===== src/rtl/apb_stream_completer.sv =====
// APB completer: scratch registers, TX/RX byte-stream FIFOs, status and ID registers,
// with a fixed number of access-phase wait states on every transfer.
module apb_stream_completer #(
    parameter int unsigned WAIT_STATES = 0,
    parameter int unsigned FIFO_DEPTH  = 4,
    parameter logic [7:0]  ID_VALUE    = 8'hB5
) (
    input  logic       CLK,
    input  logic       RESETn,
    input  logic       PSEL,
    input  logic [4:0] PADDR,
    input  logic       PENABLE,
    input  logic       PWRITE,
    input  logic [7:0] PWDATA,
    output logic [7:0] PRDATA,
    output logic       PREADY,
    output logic [7:0] out_data,
    output logic       out_valid,
    input  logic       out_ready,
    input  logic [7:0] in_data,
    input  logic       in_valid,
    output logic       in_ready
);
    localparam int unsigned   PW    = (FIFO_DEPTH > 2) ? 2 : 1;
    localparam logic [2:0]    WS    = 3'(WAIT_STATES);
    localparam logic [2:0]    DEPTH = 3'(FIFO_DEPTH);
    localparam logic [PW-1:0] LAST  = PW'(FIFO_DEPTH - 1);

    logic          live;
    logic [2:0]    wait_cnt;
    logic [7:0]    scratch [0:27];
    logic [7:0]    tx_mem  [0:FIFO_DEPTH-1];
    logic [7:0]    rx_mem  [0:FIFO_DEPTH-1];
    logic [PW-1:0] tx_wp, tx_rp, rx_wp, rx_rp;
    logic [2:0]    tx_count, rx_count;
    logic          tx_overflow, rx_underflow;

    logic access, wr_done, rd_done, tx_full, rx_full, rx_empty;
    logic tx_push, tx_pop, rx_push, rx_pop, ovf_set, unf_set, stat_wr;

    function automatic logic [PW-1:0] ptr_next(input logic [PW-1:0] p);
        return (p == LAST) ? '0 : p + 1'b1;
    endfunction

    always_comb begin
        access    = PSEL & PENABLE;
        // live gates the bus outputs so nothing is driven during, or on the edge leaving, reset
        PREADY    = live & access & (wait_cnt == WS);
        wr_done   = PREADY & PWRITE;
        rd_done   = PREADY & ~PWRITE;
        tx_full   = (tx_count == DEPTH);
        rx_full   = (rx_count == DEPTH);
        rx_empty  = (rx_count == 3'd0);
        out_valid = (tx_count != 3'd0);
        out_data  = tx_mem[tx_rp];
        in_ready  = live & ~rx_full;
        tx_push   = wr_done & (PADDR == 5'd28) & ~tx_full;
        ovf_set   = wr_done & (PADDR == 5'd28) & tx_full;
        tx_pop    = out_valid & out_ready;
        rx_push   = in_valid & in_ready;
        rx_pop    = rd_done & (PADDR == 5'd29) & ~rx_empty;
        unf_set   = rd_done & (PADDR == 5'd29) & rx_empty;
        stat_wr   = wr_done & (PADDR == 5'd30);
        PRDATA    = '0;
        if (live & access & ~PWRITE) begin
            case (PADDR)
                5'd28:   PRDATA = '0;
                5'd29:   PRDATA = rx_empty ? '0 : rx_mem[rx_rp];
                5'd30:   PRDATA = {tx_overflow, rx_underflow, rx_count, tx_count};
                5'd31:   PRDATA = ID_VALUE;
                default: PRDATA = scratch[PADDR];
            endcase
        end
    end

    always_ff @(posedge CLK or negedge RESETn) begin
        if (!RESETn) begin
            live         <= 1'b0;
            wait_cnt     <= '0;
            tx_wp        <= '0;
            tx_rp        <= '0;
            rx_wp        <= '0;
            rx_rp        <= '0;
            tx_count     <= '0;
            rx_count     <= '0;
            tx_overflow  <= 1'b0;
            rx_underflow <= 1'b0;
            for (int unsigned i = 0; i < 28; i++) scratch[i] <= '0;
        end else begin
            live <= 1'b1;
            if (access) begin
                if (wait_cnt < WS) wait_cnt <= wait_cnt + 3'd1;
            end else begin
                wait_cnt <= '0;
            end
            if (wr_done && PADDR < 5'd28) scratch[PADDR] <= PWDATA;
            if (tx_push) tx_wp <= ptr_next(tx_wp);
            if (tx_pop)  tx_rp <= ptr_next(tx_rp);
            if (rx_push) rx_wp <= ptr_next(rx_wp);
            if (rx_pop)  rx_rp <= ptr_next(rx_rp);
            tx_count <= tx_count + {2'b0, tx_push} - {2'b0, tx_pop};
            rx_count <= rx_count + {2'b0, rx_push} - {2'b0, rx_pop};
            // a flag being raised on the same edge as its clear stays raised
            if (ovf_set) tx_overflow <= 1'b1;
            else if (stat_wr && PWDATA[7]) tx_overflow <= 1'b0;
            if (unf_set) rx_underflow <= 1'b1;
            else if (stat_wr && PWDATA[6]) rx_underflow <= 1'b0;
        end
    end

    always_ff @(posedge CLK) begin
        if (tx_push) tx_mem[tx_wp] <= PWDATA;
        if (rx_push) rx_mem[rx_wp] <= in_data;
    end
endmodule


===== config.mk =====
export PLATFORM = sky130hd
export DESIGN_NAME = apb_stream_completer
export DESIGN_NICKNAME = d
export VERILOG_FILES = /design/src/rtl/apb_stream_completer.sv
export SDC_FILE = /design/constraint.sdc
export NUM_CORES = 1
export LEC_CHECK = 0
export ABC_AREA = 0
export BUFFER_PORTS_ARGS = -buffer_cell sky130_fd_sc_hd__buf_2
export CAP_MARGIN = 5
export CORE_ASPECT_RATIO = 1.1
export CORE_MARGIN = 4
export CORE_UTILIZATION = 55
export DETAILED_ROUTE_END_ITERATION = 10
export GPL_ROUTABILITY_DRIVEN = 0
export MAX_ROUTING_LAYER = met4
export PLACE_DENSITY = 0.77
export SLEW_MARGIN = 10
export SYNTH_ARGS = -nofsm -noshare
export SYNTH_HDL_FRONTEND = slang
export SYNTH_SLANG_ARGS = --single-unit

===== constraint.sdc =====
create_clock -name CLK -period 3.55 [get_ports CLK]
set_clock_uncertainty 0.1 [all_clocks]
set_input_delay 0.71 -clock CLK [delete_from_list [all_inputs] [get_ports CLK]]
set_output_delay 0.71 -clock CLK [all_outputs]
set_load 0.02 [all_outputs]

* Yosys cells after proc, flatten, opt, wreduce, memory -nomap -nowiden
Memories as Yosys holds them, arrays and structs flattened.
Index checks and enable logic that the tools add are counted.
** Word-level totals
- Register bits :: 244
- Bits in writable memories :: 64
- Input bits :: 28
- Output and inout port bits :: 19
- Logic and storage cells :: 117
- Memories kept :: 2
** Memory list
- rx_mem :: words 4, bits a word 8, read ports 1, clocked after Yosys merged registers in 0, write ports 1, line 33 : logic [7:0] rx_mem [0:FIFO_DEPTH-1];
- tx_mem :: words 4, bits a word 8, read ports 1, clocked after Yosys merged registers in 0, write ports 1, line 32 : logic [7:0] tx_mem [0:FIFO_DEPTH-1];
** Cells by class
- $add $sub $neg :: 9
- Order comparisons :: 4
- Equal/unequal tests :: 11
- Mux-type cells :: 23
- Bitwise gates (word level) :: 21
- Reductions and logical operators :: 9
** Operators by type and width (count)
- 224-bit bitwise mux :: 1
- 8-bit binary-select mux with 5-bit select :: 1
- 8-bit demux with 5-bit select :: 1
- 8-bit 2-to-1 mux :: 5
- 8-bit one-hot mux with 4 select lines :: 1
- 5-bit equality test, second input constant :: 4
- 1-bit AND :: 16
- 2-bit by 1-bit adder with 2-bit output, second input constant :: 4
- 2-bit equality test, second input constant :: 4
- 1-bit 2-to-1 mux :: 8
- 2-bit 2-to-1 mux :: 4
- 3-bit by 1-bit adder with 3-bit output :: 2
- 3-bit equality test, second input constant :: 2
- 6-bit >= comparator, second input constant :: 1
- 3-bit zero test :: 2
- 6-bit by 1-bit less-than comparator with 1-bit output, second input constant :: 1
- 3-bit 2-to-1 mux :: 2
- 5-bit NOT with 6-bit output :: 1
- 3-bit by 1-bit subtractor with 3-bit output :: 2
- 5-bit less-than comparator, second input constant :: 1
- 1-bit logical AND :: 4
- 1-bit NOT :: 4
- 2-bit nonzero test :: 2
- 3-bit by 1-bit adder with 3-bit output, second input constant :: 1
- 3 further kinds :: 3

* Logic depth before layout (Yosys ltp)
- Depth after elaboration :: 8
- Gate-level depth with buffers :: 13

* Least setup slack after synthesis
OpenSTA, ideal clock, no wires.
- Path kind :: input to register
- Start :: input PADDR[0]
- End :: register tx_count[2]
- Library setup time :: 123 ps
- Arrival :: 3020 ps
- Data required time :: 3327 ps
- Slack :: 308 ps
- Stages :: 13
- Buffers on the path :: 3
- Cells stage by stage :: buf_6 > buf_12 > buf_6 > or3_1 > nor3_2 > inv_1 > ha_1 > inv_1 > ha_1 > inv_1 > fa_1 > xnor2_1 > xnor2_1
** Between the ends
- Cells in the longest elaborated chain, start to end :: 5
** Ends and longest elaborated chain
- start, declared :: line 11 : input logic [4:0] PADDR,
- 5-bit equality test :: line 57 : tx_push = wr_done & (PADDR == 5'd28) & ~tx_full;
- 1-bit AND (2 in series) :: line 57
- 3-bit by 1-bit adder with 3-bit output :: line 101 : tx_count <= tx_count + {2'b0, tx_push} - {2'b0, tx_pop};
- 3-bit by 1-bit subtractor with 3-bit output :: line 101
- end signal, assigned :: line 101
- end, declared :: line 35 : logic [2:0] tx_count, rx_count;
No other way between the ends.
A chain may end at the register's enable or synchronous reset.

* Worst setup path in the final report
- Start :: input PADDR[0]
- End :: output PRDATA[5]
** Between the ends
- Cells in the longest elaborated chain, start to end :: 6
** Ends and longest elaborated chain
- 5-bit NOT with 6-bit output (implied by the code) :: line 71 : default: PRDATA = scratch[PADDR];
- 8-bit binary-select mux with 5-bit select :: line 71
- 8-bit 2-to-1 mux (implied by the code) (2 in series) :: line 71
- 8-bit one-hot mux with 4 select lines * :: line 66 : case (PADDR)
- 8-bit 2-to-1 mux * :: line 65 : if (live & access & ~PWRITE) begin
- end, declared :: line 15 : output logic [7:0] PRDATA,
Mark *: on every way between the ends. The rest lies on a longest branch, timed or not. The select of a mux whose other input is x is not followed.

==> results by group <==
Worst setup path
  – Crit Path Max Fanout: 10
  – CP startpoint: PADDR[0]
  – CP endpoint kind: output pin
  – CP Launch Type: input port
  – Reg2reg path depth: 10
  – Crit path arrival time: 2.70 ns
  – Worst r2r src: rx_count[1]
  – WS Path Type: in -> out
  – Critical path data required time: 2.74 ns

Yosys
  – Area contributors post-synth: dfrtp_1 43%, mux2_2 19%, edfxtp_1 14%, mux4_2 10%, mux4_1 1.3%
  – Yosys warns: 0
  – Ys async rst share: 79.0%
  – Sequential fraction of the synthesis area: 57.0%
  – EDFF count, synth: 64
  – Synth top area share: 43.2%
  – Synth Instances: 878
  – Cell taking the most area after synthesis: dfrtp_1
  – Syn Nets: 922
  – Synth Register Bits: 305
  – Synth Cell Area: 0.0140 sq mm
  – Distinct cells, synth: 59
  – Synth Flop Type: dfrtp_1
  – Mapped Avg Cell Area: 15.9 sq um
  – Most frequent cell after synthesis: dfrtp_1
  – Commonest cells post-synth: 241 x dfrtp_1, 230 x mux2_2, 64 x edfxtp_1, 64 x mux4_2, 23 x clkbuf_1

GRT
  – Vias in the first global route: 8320
  – Remaining Overflow, GRT: 0
  – Initial antenna violation count: 0
  – GRT Util Overall: 23.0%
  – First-pass GRT wire length: 49.1 mm
  – Largest net degree at the start of global routing: 81

Power and ir drop
  – Switch share: 24.8%
  – Pint: 6.03 mW
  – Seq pwr share: 49.7%
  – Cell Pwr Density: 508 mW/mm^2
  – Maximum VDD drop: 0.285 mV
  – Comb pwr share: 12.9%
  – Static Leak: 7.18 nW
  – Switch Pwr: 1.99 mW
  – Clock share of power: 37.4%

Clocking
  – CTS tree: done
  – Max Root-Sink Buffers: 3
  – Root Buffer Master: clkbuf_16
  – CTS Buf Count: 29
  – Clock slew at reported path FFs: 0.06 ns
  – Sinks on Clock Net: 305
  – Clock Latency Late Sink: 0.55 ns
  – # H-tree levels: 1

Floorplanning
  – Core area: 0.0247 sq mm
  – FP Rows: 60
  – Initial Util: 56.5%
  – Die W: 160 microns
  – Die ar.: 0.0280 sq mm
  – Ports: 47
  – Die Height: 175 microns

STA
  – Crit path time final: 3.51 ns
  – RSZ-0062 raised after global routing: false
  – Hold slack: -0.0168 ns
  – # setup viols final: 0
  – Period utilisation layout: 98.9%
  – Worst-margin pin slew: 0.815 ns
  – Slew headroom: 45.5%
  – Final Hold Viols: 4
  – Max Freq: 285 MHz
  – Slew Limit Fails: 0
  – Final TNS setup: 0 ns

Routing
  – DRC: 0
  – 1st-pass router iterations: 5
  – Antenna-violating nets left: 0
  – Routed WL: 30.9 mm
  – First DRT Iteration DRCs: 579
  – Wire per inst: 23.9 microns
  – Total number of vias: 8054
  – DR vias/cell: 6.24

Cells and area
  – Ant. Diodes: 0
  – Layout Area Growth over Synthesis: 13.2%
  – Nets: 1005
  – Layout cells sized above 1: 49.1%
  – Final non-filler cell area: 0.0158 sq mm

Place
  – DP Wirelength: 20.6 mm
  – Port bufs: 46
  – Placement Cell Area: 0.0148 sq mm

Job
  – Max Cap Viol: 0

Run status
  – Status: finished, violations left
  – Violated checks: negative hold slack

Min path
  – Worst min path class: in -> async
[power by group through the flow]
stage | clock (mW) | combinational, mW | sequential (mW)
after floorplan | 0 | 0.748 | 3.96
after global placement | 0 | 1.00 | 4.05
after detailed placement | 0 | 1.04 | 4.06
after CTS | 3.05 | 1.05 | 3.99
after global routing | 3.20 | 1.13 | 4.02
final | 3.00 | 1.04 | 3.99
[cells in the final DEF (no fill, tap or decap), types with 3 or more instances in the layout]
cell / n
nor2_1: 12
clkbuf_16: 29
a21oi_1: 6
nand3b_1: 4
or3_1: 3
inv_1: 13
edfxtp_1: 64
a221oi_1: 3
dfrtp_1: 241
nor2b_1: 7
nor3_1: 13
ha_1: 14
and3_1: 7
clkinv_2: 7
mux2i_1: 9
clkbuf_1: 6
xnor2_1: 4
buf_12: 7
clkbuf_8: 4
nor4_1: 3
a211oi_1: 3
and2_1: 5
o21ai_0: 10
nor2_2: 18
a211oi_2: 3
mux2_2: 230
mux4_2: 64
mux4_1: 7
nor3b_1: 3
nand2_1: 21
nand3_1: 4
buf_2: 43
nand2b_1: 6
buf_4: 61
[worst paths after layout]
check                                to  slack, ns
max in group asynchronous      tx_rp[1]       2.36
min in group CLK           rx_mem[3][4]       0.27
hold reg to reg             scratch[57]       0.40
setup / recovery              PRDATA[5]       0.04
hold / removal                 rx_wp[1]      -0.02
setup reg to reg            rx_count[2]       0.58
[layout make-up]
type / instances / area (sq um)
timing repair buffer: 114 / 851
multi-input combinational: 498 / 5650
tap: 310 / 388
fill: 1703 / 8890
clock inverter: 12 / 111
inverter: 13 / 48.8
clock buffer: 39 / 803
sequential: 305 / 7950
[sequential cells by signal, summed over array words and instances, names as in the netlist]
signal / count
rx_count: 3
rx_rp: 2
tx_count: 3
rx_wp: 2
scratch: 224
live: 1
tx_wp: 2
tx_overflow: 1
tx_rp: 2
tx_mem: 32
rx_underflow: 1
rx_mem: 32
[worst max-delay path, stage by stage]
cell and delay (ns):
buf_4 0.20, buf_4 0.24, buf_6 0.19, mux4_2 0.51, nor3_1 0.19, nor3_1 0.09, a21oi_1 0.27, a311oi_1 0.11
buf_2 0.18
[kinds of logic after synthesis]
family | synth area share, %
multiplexers | 31.2
flip-flops | 57.0
AND/OR/NAND/NOR | 4.94
buffers and inverters | 2.80
AO/OA/AOI/OAI | 2.31
adder cells (fa/ha/maj) | 1.54
XOR/XNOR | 0.251
other | 0.0269
[per-layer routing]
layer  vias up  GRT usage, %  wire, microns
li1       3462             -              -
met2       243          37.0          15400
met1      4287          30.9          13100
met5         -             -              0
met3        62          2.78           1350
met4         0          7.71           1020
[what timing repair did]
item,in CTS,in global routing
resized for setup,3,7
setup endpoints to repair,3,6
hold buffers,0,0
buffers inserted,0,0
[per-stage QoR]
step,hold slack (ns),total power [mW],instances,setup slack (ns),util [%]
2_1_floorplan,0.314,4.71,878,0.308,-
3_3_place_gp,0.365,5.05,1240,-0.0543,60.1
3_5_place_dp,0.386,5.10,1240,-0.0718,60.1
4_1_cts,0.000101,8.09,1291,0.0105,63.9
5_1_grt,0.0246,8.35,1291,0.0236,64.0
6_report,-0.0168,8.03,1291,0.0385,64.0
No activity file was read; power rests on OpenSTA's default activity.
